[src/rtl/ram_dma_pkg.sv]
// Shared core defines for the RAM copy/fill initiator: write-enable levels, zero word, FSM encoding.
// No logic of its own; imported by the interface and the top.
// Word addresses are byte addresses with the two low bits clear.
package ram_dma_pkg;

  localparam logic        WriteEnable  = 1'b1;
  localparam logic        WriteDisable = 1'b0;
  localparam logic [31:0] ZeroWord     = 32'h0000_0000;

  typedef enum logic [1:0] {
    ST_IDLE  = 2'd0,
    ST_RUN   = 2'd1,
    ST_DRAIN = 2'd2
  } state_t;

  // Byte address of word idx counted from base; wraps modulo 2^32.
  function automatic logic [31:0] word_addr(input logic [31:0] base, input logic [31:0] idx);
    return base + (idx << 2);
  endfunction

endpackage

[src/rtl/ram_dma_if.sv]
// RAM port bundle between the copy/fill initiator and the on-chip word RAM.
// Read data is combinational from the read address, so no handshake exists here.
// master = initiator side, slave = RAM side.
interface ram_dma_if;

  logic        mem_we_o;
  logic [31:0] mem_waddr_o;
  logic [31:0] mem_wdata_o;
  logic [31:0] mem_raddr_o;
  logic [31:0] mem_rdata_i;

  modport master (
    output mem_we_o,
    output mem_waddr_o,
    output mem_wdata_o,
    output mem_raddr_o,
    input  mem_rdata_i
  );

  modport slave (
    input  mem_we_o,
    input  mem_waddr_o,
    input  mem_wdata_o,
    input  mem_raddr_o,
    output mem_rdata_i
  );

endinterface

[src/rtl/ram_dma.sv]
// Purpose: copies LEN words RAM-to-RAM or fills a region with a constant, one word per granted cycle.
// Latency: first write one cycle after busy rises; done_o two cycles after the last read issue with gnt held.
// Backpressure: gnt_i=0 freezes indices and the data register; abort_i ends the transfer with no further writes.
module ram_dma
  import ram_dma_pkg::*;
#(
  parameter int LEN_W = 16
) (
  input  logic             clk,
  input  logic             rst_n,
  input  logic             start_i,
  input  logic             mode_i,
  input  logic [31:0]      src_addr_i,
  input  logic [31:0]      dst_addr_i,
  input  logic [LEN_W-1:0] len_i,
  input  logic [31:0]      fill_data_i,
  input  logic             abort_i,
  input  logic             gnt_i,
  output logic             busy_o,
  output logic             done_o,
  output logic             err_o,
  output logic [LEN_W-1:0] words_done_o,
  ram_dma_if.master        mem
);

  state_t           state_q;
  state_t           state_d;
  logic             mode_q;
  logic [31:0]      src_q;
  logic [31:0]      dst_q;
  logic [31:0]      fill_q;
  logic [31:0]      data_q;
  logic [LEN_W-1:0] len_q;
  logic [LEN_W-1:0] rd_idx_q;
  logic [LEN_W-1:0] wr_idx_q;
  logic             v_q;
  logic             done_q;
  logic             err_q;

  logic             cmd_aligned;
  logic             cmd_accept;
  logic             active;
  logic             rd_fire;
  logic             wr_fire;
  logic             last_rd;

  // Command decode and per-cycle read/write firing; abort overrides grant.
  always_comb begin
    cmd_aligned = (src_addr_i[1:0] == 2'b00) && (dst_addr_i[1:0] == 2'b00);
    cmd_accept  = (state_q == ST_IDLE) && start_i && cmd_aligned && (len_i != '0);
    active      = (state_q != ST_IDLE);
    rd_fire     = (state_q == ST_RUN) && gnt_i && !abort_i;
    wr_fire     = active && v_q && gnt_i && !abort_i;
    last_rd     = (rd_idx_q == len_q - LEN_W'(1));
  end

  // State register.
  always_ff @(posedge clk) begin
    if (!rst_n) begin
      state_q <= ST_IDLE;
    end else begin
      state_q <= state_d;
    end
  end

  // Next state: RUN issues reads until the last one, DRAIN retires the final write.
  always_comb begin
    state_d = state_q;
    case (state_q)
      ST_IDLE: begin
        if (cmd_accept) state_d = ST_RUN;
      end
      ST_RUN: begin
        if (abort_i) state_d = ST_IDLE;
        else if (rd_fire && last_rd) state_d = ST_DRAIN;
      end
      ST_DRAIN: begin
        if (abort_i || wr_fire) state_d = ST_IDLE;
      end
      default: state_d = ST_IDLE;
    endcase
  end

  // Outputs: status from registers, RAM port decoded from registered state plus grant/abort.
  always_comb begin
    busy_o          = active;
    done_o          = done_q;
    err_o           = err_q;
    words_done_o    = wr_idx_q;
    mem.mem_we_o    = wr_fire ? WriteEnable : WriteDisable;
    mem.mem_waddr_o = word_addr(dst_q, 32'(wr_idx_q));
    mem.mem_wdata_o = data_q;
    mem.mem_raddr_o = word_addr(src_q, 32'(rd_idx_q));
  end

  // Datapath: command latch, index counters, one-word data register and status pulses.
  always_ff @(posedge clk) begin
    if (!rst_n) begin
      mode_q   <= 1'b0;
      src_q    <= ZeroWord;
      dst_q    <= ZeroWord;
      fill_q   <= ZeroWord;
      data_q   <= ZeroWord;
      len_q    <= '0;
      rd_idx_q <= '0;
      wr_idx_q <= '0;
      v_q      <= 1'b0;
      done_q   <= 1'b0;
      err_q    <= 1'b0;
    end else begin
      done_q <= 1'b0;
      err_q  <= 1'b0;

      if ((state_q == ST_IDLE) && start_i) begin
        if (!cmd_aligned) begin
          err_q <= 1'b1;
        end else if (len_i == '0) begin
          done_q <= 1'b1;
        end else begin
          mode_q   <= mode_i;
          src_q    <= src_addr_i;
          dst_q    <= dst_addr_i;
          len_q    <= len_i;
          fill_q   <= fill_data_i;
          rd_idx_q <= '0;
          wr_idx_q <= '0;
          v_q      <= 1'b0;
        end
      end

      if (rd_fire) begin
        data_q   <= mode_q ? fill_q : mem.mem_rdata_i;
        rd_idx_q <= rd_idx_q + LEN_W'(1);
      end

      if (wr_fire) begin
        wr_idx_q <= wr_idx_q + LEN_W'(1);
      end

      // A read refills the slot even when the same cycle drained it.
      if (rd_fire) begin
        v_q <= 1'b1;
      end else if (wr_fire) begin
        v_q <= 1'b0;
      end

      if ((state_q == ST_DRAIN) && wr_fire) begin
        done_q <= 1'b1;
      end

      if (active && abort_i) begin
        v_q    <= 1'b0;
        done_q <= 1'b1;
      end
    end
  end

endmodule
[src/flat_wrapper.sv]
// flat-port wrapper written by rule: the top's interface ports become plain ports
module ram_dma_flat import ram_dma_pkg::*;
#(
  parameter int LEN_W = 16
)
  (clk, rst_n, start_i, mode_i, src_addr_i, dst_addr_i, len_i, fill_data_i, abort_i, gnt_i, busy_o, done_o, err_o, words_done_o, mem_mem_we_o, mem_mem_waddr_o, mem_mem_wdata_o, mem_mem_raddr_o, mem_mem_rdata_i);
  ram_dma_if mem_i ();
  input  logic clk;
  input  logic rst_n;
  input  logic start_i;
  input  logic mode_i;
  input  logic [31:0] src_addr_i;
  input  logic [31:0] dst_addr_i;
  input  logic [LEN_W-1:0] len_i;
  input  logic [31:0] fill_data_i;
  input  logic abort_i;
  input  logic gnt_i;
  output logic busy_o;
  output logic done_o;
  output logic err_o;
  output logic [LEN_W-1:0] words_done_o;
  output wire logic [$bits(mem_i.mem_we_o)-1:0] mem_mem_we_o;
  output wire logic [$bits(mem_i.mem_waddr_o)-1:0] mem_mem_waddr_o;
  output wire logic [$bits(mem_i.mem_wdata_o)-1:0] mem_mem_wdata_o;
  output wire logic [$bits(mem_i.mem_raddr_o)-1:0] mem_mem_raddr_o;
  input wire logic [$bits(mem_i.mem_rdata_i)-1:0] mem_mem_rdata_i;
  assign mem_mem_we_o = mem_i.mem_we_o;
  assign mem_mem_waddr_o = mem_i.mem_waddr_o;
  assign mem_mem_wdata_o = mem_i.mem_wdata_o;
  assign mem_mem_raddr_o = mem_i.mem_raddr_o;
  assign mem_i.mem_rdata_i = mem_mem_rdata_i;
  ram_dma #(.LEN_W(LEN_W)) u_core (.clk(clk), .rst_n(rst_n), .start_i(start_i), .mode_i(mode_i), .src_addr_i(src_addr_i), .dst_addr_i(dst_addr_i), .len_i(len_i), .fill_data_i(fill_data_i), .abort_i(abort_i), .gnt_i(gnt_i), .busy_o(busy_o), .done_o(done_o), .err_o(err_o), .words_done_o(words_done_o), .mem(mem_i));
endmodule
[config.mk]
export PLATFORM = sky130hd
export DESIGN_NAME = ram_dma_flat
export DESIGN_NICKNAME = d
export VERILOG_FILES = /design/src/rtl/ram_dma_pkg.sv /design/src/rtl/ram_dma_if.sv /design/src/rtl/ram_dma.sv /design/src/flat_wrapper.sv
export SDC_FILE = /design/constraint.sdc
export NUM_CORES = 1
export LEC_CHECK = 0
export BUFFER_PORTS_ARGS = -buffer_cell sky130_fd_sc_hd__buf_2
export CAP_MARGIN = 20
export CORE_MARGIN = 2
export CORE_UTILIZATION = 53
export DETAILED_ROUTE_END_ITERATION = 8
export PLACE_DENSITY = 0.91
export SKIP_LAST_GASP = 1
export SLEW_MARGIN = 20
export SYNTH_ARGS = -nofsm -noshare
export SYNTH_HDL_FRONTEND = slang
export SYNTH_SLANG_ARGS = --single-unit
[constraint.sdc]
create_clock -name clk -period 3.7 [get_ports clk]
set_input_delay 1.11 -clock clk [delete_from_list [all_inputs] [get_ports clk]]
set_output_delay 1.11 -clock clk [all_outputs]
set_load 0.01 [all_outputs]
==> run summary, run 1 <==
Run status = finished with violations
Failing checks = setup timing
Slew Limit Fails = 0
Largest net degree at the start of global routing = 85
Reg-to-Reg Start = u_core.len_q[0]
CTS tree = done
Max-cap violation count = 0
Initial Util = 54.0%
CORE AREA = 17900 um^2
Worst Tran Pin Value = 1.08 ns
# H-tree levels = 4
Syn Area/Cell = 7.83 um^2
Synth-to-layout area growth = 30.3%
Vias in the first global route = 9337
Routed Wire Length = 29000 um
WS Path Type = flip-flop to output port
Post-synth EDFFs = 0
Crit Path Max Fanout = 6
Power Dens Cells = 326 nW/um^2
Asr flop ratio synth = 0%
Synth Area in Simple Gates = 24.0%
R2R Path End = u_core.state_q[0]
Leak Pwr = 5.37 nW
Share of cells above drive strength 1 = 30.9%
Post-Syn Area = 9660 um^2
Clock-pin slew on the worst setup and hold paths = 0.07 ns
Netlist cell types = 70
Via count = 10042
Via density = 5.73
PnR worst setup slack = -0.157 ns
Main combinational cell family by area after synthesis = simple AND/OR/NAND/NOR gates
XOR/XNOR Fraction of Synth Area = 7.15%
Min-delay src = u_core.fill_q[15]
Detailed Route Iter0 Violations = 622
Post-route clock period utilization = 104%
Min Tclk post-route = 3.86 ns
Peak VDD IR = 0.000321 V
Gate Count Post-Synth = 1234
CTS max path bufs = 2
IO Count = 266
Post-synthesis mux area share = 4.26%
Wire per inst = 16.5 um
Die W = 139 um
GP Congestion = 0.963
CTS Sinks = 182
Clk Latency, worst-skew pair = 0.42 ns
# DRC = 0
GRT Util Overall = 27.8%
First-pass GRT wire length = 45100 um
CTS Buf Count = 17
Hold Path Sink = u_core.fill_q[15]
Predominant post-synthesis flop cell = dfxtp_1
Row count = 49
Syn_nets = 1421
Initial antenna violation count = 1
R2r setup slk = 1.48 ns
Post-DRT Antenna Nets = 0
WHS = 0.456 ns
Required time of the critical path = 2.59 ns
Most instantiated cells after synthesis = nand2_1 (276), dfxtp_1 (182), a21oi_1 (168)
GRT overflow = 0
Yosys top cell by area = dfxtp_1
Fmax = 259 MHz
# setup viols final = 20
Clk_skew = 0.00990 ns
Synth area leaders = dfxtp_1 (38%), nand2_1 (11%), a21oi_1 (8.7%), ha_1 (4.5%), xnor2_1 (3.9%)
Arrival time worst endpoint = 2.75 ns
Count leader, synth = nand2_1
Fin util = 70.3%
Clock root buffer = clkbuf_16
Capturing element type of the critical path = output port
RSZ-0062 raised after global routing = yes
Ys Warns = 0
Initial DRT Pass Iterations = 5
Crit start category = flip-flop
Hold path depth = 2
Sequential fraction of the synthesis area = 37.7%
Layout net count = 1696
Compound-Gate Fraction of Synth Area = 18.0%
Port bufs = 265
Hold Vio Cnt, Final = 0
Adder-cell share of the synthesized area = 4.95%
Worst Hold Class = flip-flop to flip-flop
Max-slew headroom = 28.1%
Top cell type's share of synthesized area = 37.7%
Total Die Area = 19300 um^2
Die Height = 139 um
DP Wirelength = 19500 um
Worst-case reg-to-reg path depth = 7
Number of synthesized register bits = 182
## sequential cells by signal (all words and copies together) (netlist names), 2 cells and up
register                cells
u_core.words_done_o        16
u_core.len_q               16
u_core.src_q               32
u_core.state_q              2
u_core.dst_q               32
u_core.rd_idx_q            16
u_core.fill_q              32
u_core.mem.mem_wdata_o     32
## cell usage in the layout (no fill, tap or decap), drive strengths merged, types with 6 or more instances in the layout
cell	Yosys	final
a211oi	37	37
a21o	16	16
a21oi	168	168
a31oi	11	11
and3	24	24
buf	14	324
clkbuf	54	20
clkinv	1	6
dfxtp	182	182
ha	35	35
inv	23	26
mux2	6	6
mux2i	34	34
nand2	277	277
nand2b	7	7
nand3	39	39
nand4	14	14
nor2	99	99
nor3	8	8
nor4	10	10
o211ai	6	6
o21ai	37	37
xnor2	44	44
xor2	34	34
## stage by stage
| step | cell area [um^2] | setup slack [ns] | std cells | TNS, ns | total power, mW |
|---|---|---|---|---|---|
| floorplan | 9660 | 0.282 | 1234 | 0 | 2.16 |
| global placement | 11200 | 0.110 | 1684 | 0 | 2.28 |
| detailed placement | 11200 | 0.112 | 1684 | 0 | 2.29 |
| CTS | 12100 | -0.0632 | 1731 | -0.176 | 4.13 |
| global route | 12600 | -0.240 | 1752 | -3.64 | 4.24 |
| finish | 12600 | -0.157 | 1752 | -1.43 | 4.10 |
## routing by layer
metal / share of wire [%] / routed length (um) / global-route usage, %
met1: 41 / 12000 / 36.1
met2: 48 / 13800 / 45.3
met3: 7.4 / 2140 / 4.97
met4: 3.6 / 1050 / 12.8
met5: 0 / 0 / 0
## critical path, stage by stage, from the launching register on
cell	delay [ns]
dfxtp_1	0.37
ha_1	0.44
nand4_1	0.20
a21oi_2	0.23
nor2_2	0.09
o41ai_4	0.44
nand4_1	0.21
xnor2_1	0.19
buf_2	0.15
## layout make-up
type / count / area (um^2)
timing repair buffer: 324 / 1810
antenna: 1 / 2.50
tap: 229 / 287
fill: 1354 / 5310
clock buffer: 20 / 457
clock inverter: 12 / 145
multi-input combinational: 960 / 6110
sequential: 182 / 3680
inverter: 24 / 97.6
## worst max path at each step
stage                           start  slack, ns  depth (start not counted)                   to
2_1_floorplan  u_core.words_done_o[0]       0.28                          9  mem_mem_waddr_o[16]
3_3_place_gp   u_core.words_done_o[1]       0.11                          9  mem_mem_waddr_o[16]
4_1_cts               u_core.dst_q[2]      -0.06                         11  mem_mem_waddr_o[30]
3_5_place_dp       u_core.rd_idx_q[0]       0.11                         11  mem_mem_raddr_o[26]
6_report           u_core.rd_idx_q[7]      -0.16                          8  mem_mem_raddr_o[31]
5_1_grt        u_core.words_done_o[1]      -0.24                          9  mem_mem_waddr_o[29]
## power by group
part / switching (mW) / internal [mW] / leakage [nW] / total (mW)
Clock: 0.806 / 1.05 / 0.292 / 1.85
Combinational: 0.135 / 0.122 / 3.60 / 0.257
Sequential: 0.0198 / 1.97 / 1.48 / 1.99
## kinds of logic after synthesis
group	Yosys count
and+or+nand+nor	507
muxes	40
AOI/OAI and AO/OA	298
buffers and inverters	92
DFF	182
xor gates and xnor gates	78
adders and majority gates	37
## what timing repair did
item | CTS | global route
endpoints found under the setup margin | 27 | 39
buffers inserted | 15 | 20
gates resized for setup | 46 | 69
pin swaps | 28 | 40
hold endpoints to repair | 0 | 0
hold buffers | 0 | 0
No activity file was read; power rests on OpenSTA's default activity.
==> run 2, diff against run 1 <==
- RECOVER_POWER: default -> 100
==> run 2 against run 1 <==
  * The run ends with capacitance limit, slew limit, setup timing left
  * Sequential power is essentially flat
  * Core utilization shrank 0.85 points
  * Combinational power shrank 2%
  * First-iteration DRC count shrank 2.6%
  * Final cell count is the same
  * Worst setup slack lost 0.0094 ns
  * Largest cell class unchanged
  * Highest routed layer unchanged
==> run summary, run 2 (synthesis results as in run 1) <==
R2r setup slk = 0.77 ns (-0.71 ns)
# DRC = 0 (unchanged)
Leak Pwr = 5.08 nW (-5.3%)
# H-tree levels = 4 (unchanged)
Die Height = 139 um (unchanged)
Tot Pwr = 4.10 mW (-0.14%)
Max-cap violation count = 2 (+2)
Max stage delay on crit path = 0.45 ns (about the same)
Worst-case reg-to-reg path depth = 6 (-1)
Crit start category = flip-flop
Row count = 49 (unchanged)
Fmax = 259 MHz (-0.24%)
Layout fillers = 1401 (+3.5%)
Share of cells above drive strength 1 = 27.1% (-3.9 points)
Wire per inst = 16.6 um (+0.29%)
Clock-pin slew on the worst setup and hold paths = 0.07 ns (about the same)
FF/Latch Area = 3680 um^2 (unchanged)
Setup slack at placement = 0.112 ns (unchanged)
Critical path launch point = u_core.rd_idx_q[9]
Capturing element type of the critical path = output port
Clk Latency, worst-skew pair = 0.42 ns (about the same)
IO Count = 266 (unchanged)
Worst path most repeated cell = nand4_1
Worst Tran Pin Value = 1.96 ns (+0.881 ns)
Commonest non-fill, non-tap cells in the layout = nand2_1 (274), buf_2 (213), dfxtp_1 (166)
Synth-to-layout area growth = 28.8%
First-pass GRT wire length = 45100 um (unchanged)
Via count = 9999 (-0.43%)
Clock root buffer = clkbuf_16
CTS max path bufs = 2 (unchanged)
Detailed Route Iter0 Violations = 606 (-2.6%)
CTS Hold Bufs = 0 (unchanged)
Post-route clock period utilization = 104% (+0.25 points)
Slew Limit Fails = 132 (+132)
PnR worst setup slack = -0.166 ns (-0.00941 ns)
CORE AREA = 17900 um^2 (unchanged)
Total Die Area = 19300 um^2 (unchanged)
Failing checks = capacitance limit, slew limit, setup timing
Initial Util = 54.0% (unchanged)
Area of the multi-input gates = 6100 um^2 (-0.25%)
WS Path Type = flip-flop to output port
Via density = 5.71 (-0.43%)
Min Tclk post-route = 3.87 ns (+0.00941 ns)
Hold Vio Cnt, Final = 0 (unchanged)
Hold Path Sink = u_core.fill_q[15]
Setup TNS = -1.43 ns (+0.000880 ns)
R2R Path End = u_core.dst_q[25]
Max-slew headroom = -30.7% (-59 points)
Slowest-stage cell, CP = o41ai_4
CTS tree = done
Power Dens Cells = 329 nW/um^2 (+1.1%)
Vias in the first global route = 9337 (unchanged)
CP Cell Sequence = ha_4 -> and3_4 -> nand4_1 -> a21oi_2 -> nor2_2 -> o41ai_4 -> nand4_1 -> xnor2_1 -> buf_2
Clk_skew = 0.00997 ns (+0.0000707 ns)
DP Wirelength = 19500 um (unchanged)
GP Congestion = 0.963 (unchanged)
Post-DRT Antenna Nets = 0 (unchanged)
RSZ-0062 raised after global routing = yes
Layout net count = 1696 (unchanged)
Die W = 139 um (unchanged)
Port bufs = 265 (unchanged)
Initial antenna violation count = 1 (unchanged)
GRT Util Overall = 27.8% (unchanged)
Initial DRT Pass Iterations = 5 (unchanged)
Most common cell after layout, fill and taps aside = nand2_1
CTS Sinks = 182 (unchanged)
Hold path depth = 2 (unchanged)
Largest net degree at the start of global routing = 85 (unchanged)
Reg-to-Reg Start = u_core.state_q[1]
Routed Wire Length = 29100 um (+0.29%)
GRT overflow = 0 (unchanged)
# setup viols final = 20 (unchanged)
Crit Path Max Fanout = 6 (unchanged)
CTS Buf Count = 17 (unchanged)
Min-delay src = u_core.fill_q[15]
Arrival time worst endpoint = 2.76 ns (about the same)
Required time of the critical path = 2.59 ns (about the same)
Peak VDD IR = 0.000323 V (+0.77%)
Fin util = 69.5% (-0.85 points)
Run status = finished with violations
Worst Hold Class = flip-flop to flip-flop
[run 2: cell types whose count changed in the layout (fill, tap and decap cells not counted)]
cell	change
nand2b_2	+1
inv_2	+1
clkbuf_2	+5
buf_2	-52
buf_4	-7
buf_12	-3
nor2_2	-1
nand2b_4	-1
nor2b_1	+1
clkbuf_1	+57
inv_4	-1
nor2_1	+1
nor2b_4	-1
[run 2: through the flow]
| stage | instance area [um^2] | cells | hold WS, ns |
|---|---|---|---|
| global route | 12400 | 1752 | 0.473 |
| detailed placement | 11200 | 1684 | 0.448 |
| floorplan | 9660 | 1234 | 0.436 |
| global placement | 11200 | 1684 | 0.441 |
| CTS | 12100 | 1731 | 0.458 |
| finish | 12400 | 1752 | 0.458 |
[run 2: layout make-up]
type                            count  share of cell area (%)
Antenna cell                        1                  0.0201
Clock buffer                       20                    3.67
Clock inverter                     12                    1.17
Inverter                           24                   0.765
Multi-Input combinational cell    960                    49.0
Sequential cell                   182                    29.6
Tap cell                          229                    2.30
Timing Repair Buffer              324                    13.5
[run 2: report_power, final]
part	switching (mW)	internal, mW
combinational	0.134	0.118
sequential	0.0200	1.97
clock	0.806	1.05
total	0.960	3.14
[run 2: how the worst max path moves through the flow]
stage,endpoint,slack (ns),cells after the start
3_5_place_dp,mem_mem_raddr_o[26],0.11,11
4_1_cts,mem_mem_waddr_o[30],-0.06,11
2_1_floorplan,mem_mem_waddr_o[16],0.28,9
6_report,mem_mem_raddr_o[31],-0.17,9
3_3_place_gp,mem_mem_waddr_o[16],0.11,9
5_1_grt,mem_mem_waddr_o[29],-0.24,9
[run 2: critical path: cells and delay by family (launching register included)]
family                     cells  cell delay (ns)
buffers and inverters          1             0.15
xor gates and xnor gates       1             0.19
and+or+nand+nor                4             0.65
adders and majority gates      1             0.30
DFF                            1             0.36
AOI/OAI and AO/OA              2             0.68
[run 2: layer usage]
metal	vias up	GRT usage, %	wire length (um)
li1	4812	-	-
met1	4651	36.1	12000
met2	454	45.3	14000
met3	82	4.97	1950
met4	0	12.8	1020
met5	-	0	0
[run 2: what timing repair did]
item,CTS,global route
pin swaps,28,40
gates resized for setup,46,69
endpoints found under the setup margin,27,39
hold endpoints to repair,0,0
setup buffers,15,20
==> run 3, diff against run 2 <==
- CORE_MARGIN: 2 -> 3
==> run 3 against run 2 <==
  * Combinational power barely moved
  * Clock power fell by 3%
  * Highest routed layer unchanged
  * Critical path depth stayed put
  * Cell area fell by 1.1%
  * Sequential cell count unchanged
  * The flow still finishes with violations (capacitance limit, slew limit, setup timing)
  * Via count is 1.2% lower
  * Sequential power hardly changed
==> run summary, run 3 (synthesis results as in run 1) <==
Power Dens Cells = 328 nW/um^2 (-0.45%)
Failing checks = capacitance limit, slew limit, setup timing
Fin area = 12300 um^2 (-1.1%)
Dpl cells = 1683 (-0.059%)
Final non-filler cell total = 1735 (-0.97%)
Worst Hold Class = flip-flop to flip-flop
Slew Limit Fails = 52 (-61%)
Largest net degree at the start of global routing = 83 (-2.4%)
# setup viols final = 15 (-25%)
Fin util = 69.9% (+0.45 points)
Fmax = 253 MHz (-2.0%)
Initial Util = 54.9% (+0.94 points)
Arrival time worst endpoint = 2.84 ns (+0.08 ns)
CTS max path bufs = 2 (unchanged)
Hold Vio Cnt, Final = 0 (unchanged)
Leak Pwr = 5.01 nW (-1.5%)
WS Path Type = flip-flop to output port
Post-route clock period utilization = 107% (+2.1 points)
Hold path depth = 2 (unchanged)
GP Congestion = 0.935 (-2.8%)
CTS tree = done
CTS Buf Count = 17 (unchanged)
Clk Latency, worst-skew pair = 0.43 ns (about the same)
Min Tclk post-route = 3.95 ns (+0.0789 ns)
First-pass GRT wire length = 44500 um (-1.3%)
Crit Path Max Fanout = 6 (unchanged)
Worst-case reg-to-reg path depth = 7 (+1)
Detailed Route Iter0 Violations = 695 (+15%)
Synth-to-layout area growth = 27.4%
Clk_skew = 0.00871 ns (-0.00125 ns)
GRT Util Overall = 27.0% (-0.86 points)
CORE AREA = 17600 um^2 (-1.7%)
Capturing element type of the critical path = output port
Ant diodes = 0 (-1)
Row count = 48 (-2.0%)
Post-DRT Antenna Nets = 0 (unchanged)
Max-cap violation count = 1 (-1)
CTS Sinks = 182 (unchanged)
Port bufs = 265 (unchanged)
Commonest non-fill, non-tap cells in the layout = nand2_1 (274), buf_2 (217), dfxtp_1 (166)
Peak VDD IR = 0.000315 V (-2.7%)
DP Wirelength = 19700 um (+1.1%)
Worst Tran Pin Value = 1.58 ns (-0.377 ns)
Internal = 3.00 mW (-4.4%)
Layout net count = 1684 (-0.71%)
Share of cells above drive strength 1 = 26.2% (-0.84 points)
Placed cell area = 11200 um^2 (about the same)
Crit start category = flip-flop
GRT overflow = 0 (unchanged)
# DRC = 0 (unchanged)
Die Height = 141 um (+1.4%)
Required time of the critical path = 2.59 ns (about the same)
Routed Wire Length = 28600 um (-1.6%)
# H-tree levels = 4 (unchanged)
Total Die Area = 19900 um^2 (+2.9%)
Initial antenna violation count = 0 (-1)
IO Count = 266 (unchanged)
Tot Pwr = 4.04 mW (-1.5%)
Vias in the first global route = 9356 (+0.20%)
PnR worst setup slack = -0.245 ns (-0.0789 ns)
Sequential power share = 49.4% (+0.8 points)
CTS Hold Bufs = 0 (unchanged)
R2r setup slk = 0.94 ns (+0.17 ns)
Sw Ratio = 25.7% (+2.3 points)
Clock-pin slew on the worst setup and hold paths = 0.08 ns (about the same)
Die W = 141 um (+1.4%)
Initial DRT Pass Iterations = 7 (+2)
Clock root buffer = clkbuf_16
Wire per inst = 16.5 um (-0.68%)
Run status = finished with violations
Share of total power in combinational logic = 6.2% (about the same)
Clk pwr share = 44.4% (-0.8 points)
Most common cell after layout, fill and taps aside = nand2_1
Net switching power = 1.04 mW (+8.0%)
Via density = 5.70 (-0.18%)
Via count = 9884 (-1.2%)
RSZ-0062 raised after global routing = yes
Max-slew headroom = -5.67% (+25 points)
==> run 3: cell types whose count changed in the layout (fill, tap and decap cells not counted), sizes merged <==
cell / before / now
buf: 262 / 253
bufinv: 2 / 0
clkbuf: 82 / 76
clkinv: 6 / 8
clkinvlp: 2 / 1
diode: 1 / 0
inv: 26 / 30
==> run 3: timing repair <==
item | 4_1_cts | 5_1_grt
gates cloned | 0 | 0
resized for setup | 55 | 49
setup buffers | 11 | 11
pin swaps | 38 | 29
setup endpoints to repair | 30 | 32
==> run 3: worst paths after layout <==
check | endpoint | start
worst min-delay path | u_core.fill_q[15] | u_core.fill_q[15]
worst min register to register | u_core.fill_q[15] | u_core.fill_q[15]
worst max register to register | u_core.rd_idx_q[2] | u_core.state_q[1]
worst max-delay path | mem_mem_waddr_o[29] | u_core.words_done_o[7]
==> run 3: layer usage <==
metal  vias up  GRT usage (%)  routed length [um]
met5         -              0                   0
met4         0           9.18                 709
met3        66           4.72                2100
met2       431           46.2               14100
met1      4596           34.5               11700
li1       4791              -                   -
==> run 3: critical path, cell delays in order (launching register included) <==
cell,delay [ns]
dfxtp_2,0.37
ha_4,0.31
and3_4,0.20
nand4_1,0.18
a21oi_2,0.28
o2111ai_2,0.16
a311oi_2,0.37
nand4_1,0.17
xnor2_1,0.19
buf_2,0.16
==> run 3: power groups by stage <==
| stage | Clock [mW] | Sequential [mW] | Combinational (mW) |
|---|---|---|---|
| 3_5_place_dp | 0 | 2.04 | 0.250 |
| 6_report | 1.79 | 1.99 | 0.252 |
| 4_1_cts | 1.81 | 1.99 | 0.254 |
| 2_1_floorplan | 0 | 2.03 | 0.127 |
| 5_1_grt | 1.89 | 2.00 | 0.277 |
| 3_3_place_gp | 0 | 2.04 | 0.245 |
==> run 3: stage by stage <==
stage | setup WS [ns] | TNS (ns) | hold slack [ns]
detailed placement | 0.0495 | 0 | 0.449
CTS | -0.0855 | -0.235 | 0.457
finish | -0.245 | -1.40 | 0.458
floorplan | 0.282 | 0 | 0.436
global route | -0.283 | -13.85 | 0.475
global placement | 0.168 | 0 | 0.441
==> run 3: layout make-up <==
cell class	count	area, um^2
clock inverters	15	163
clock buffers	17	425
well taps	225	282
multi-input cells	960	6070
fillers	1390	5290
repair buffers	312	1610
inverters	24	95.1
flip-flops and latches	182	3670
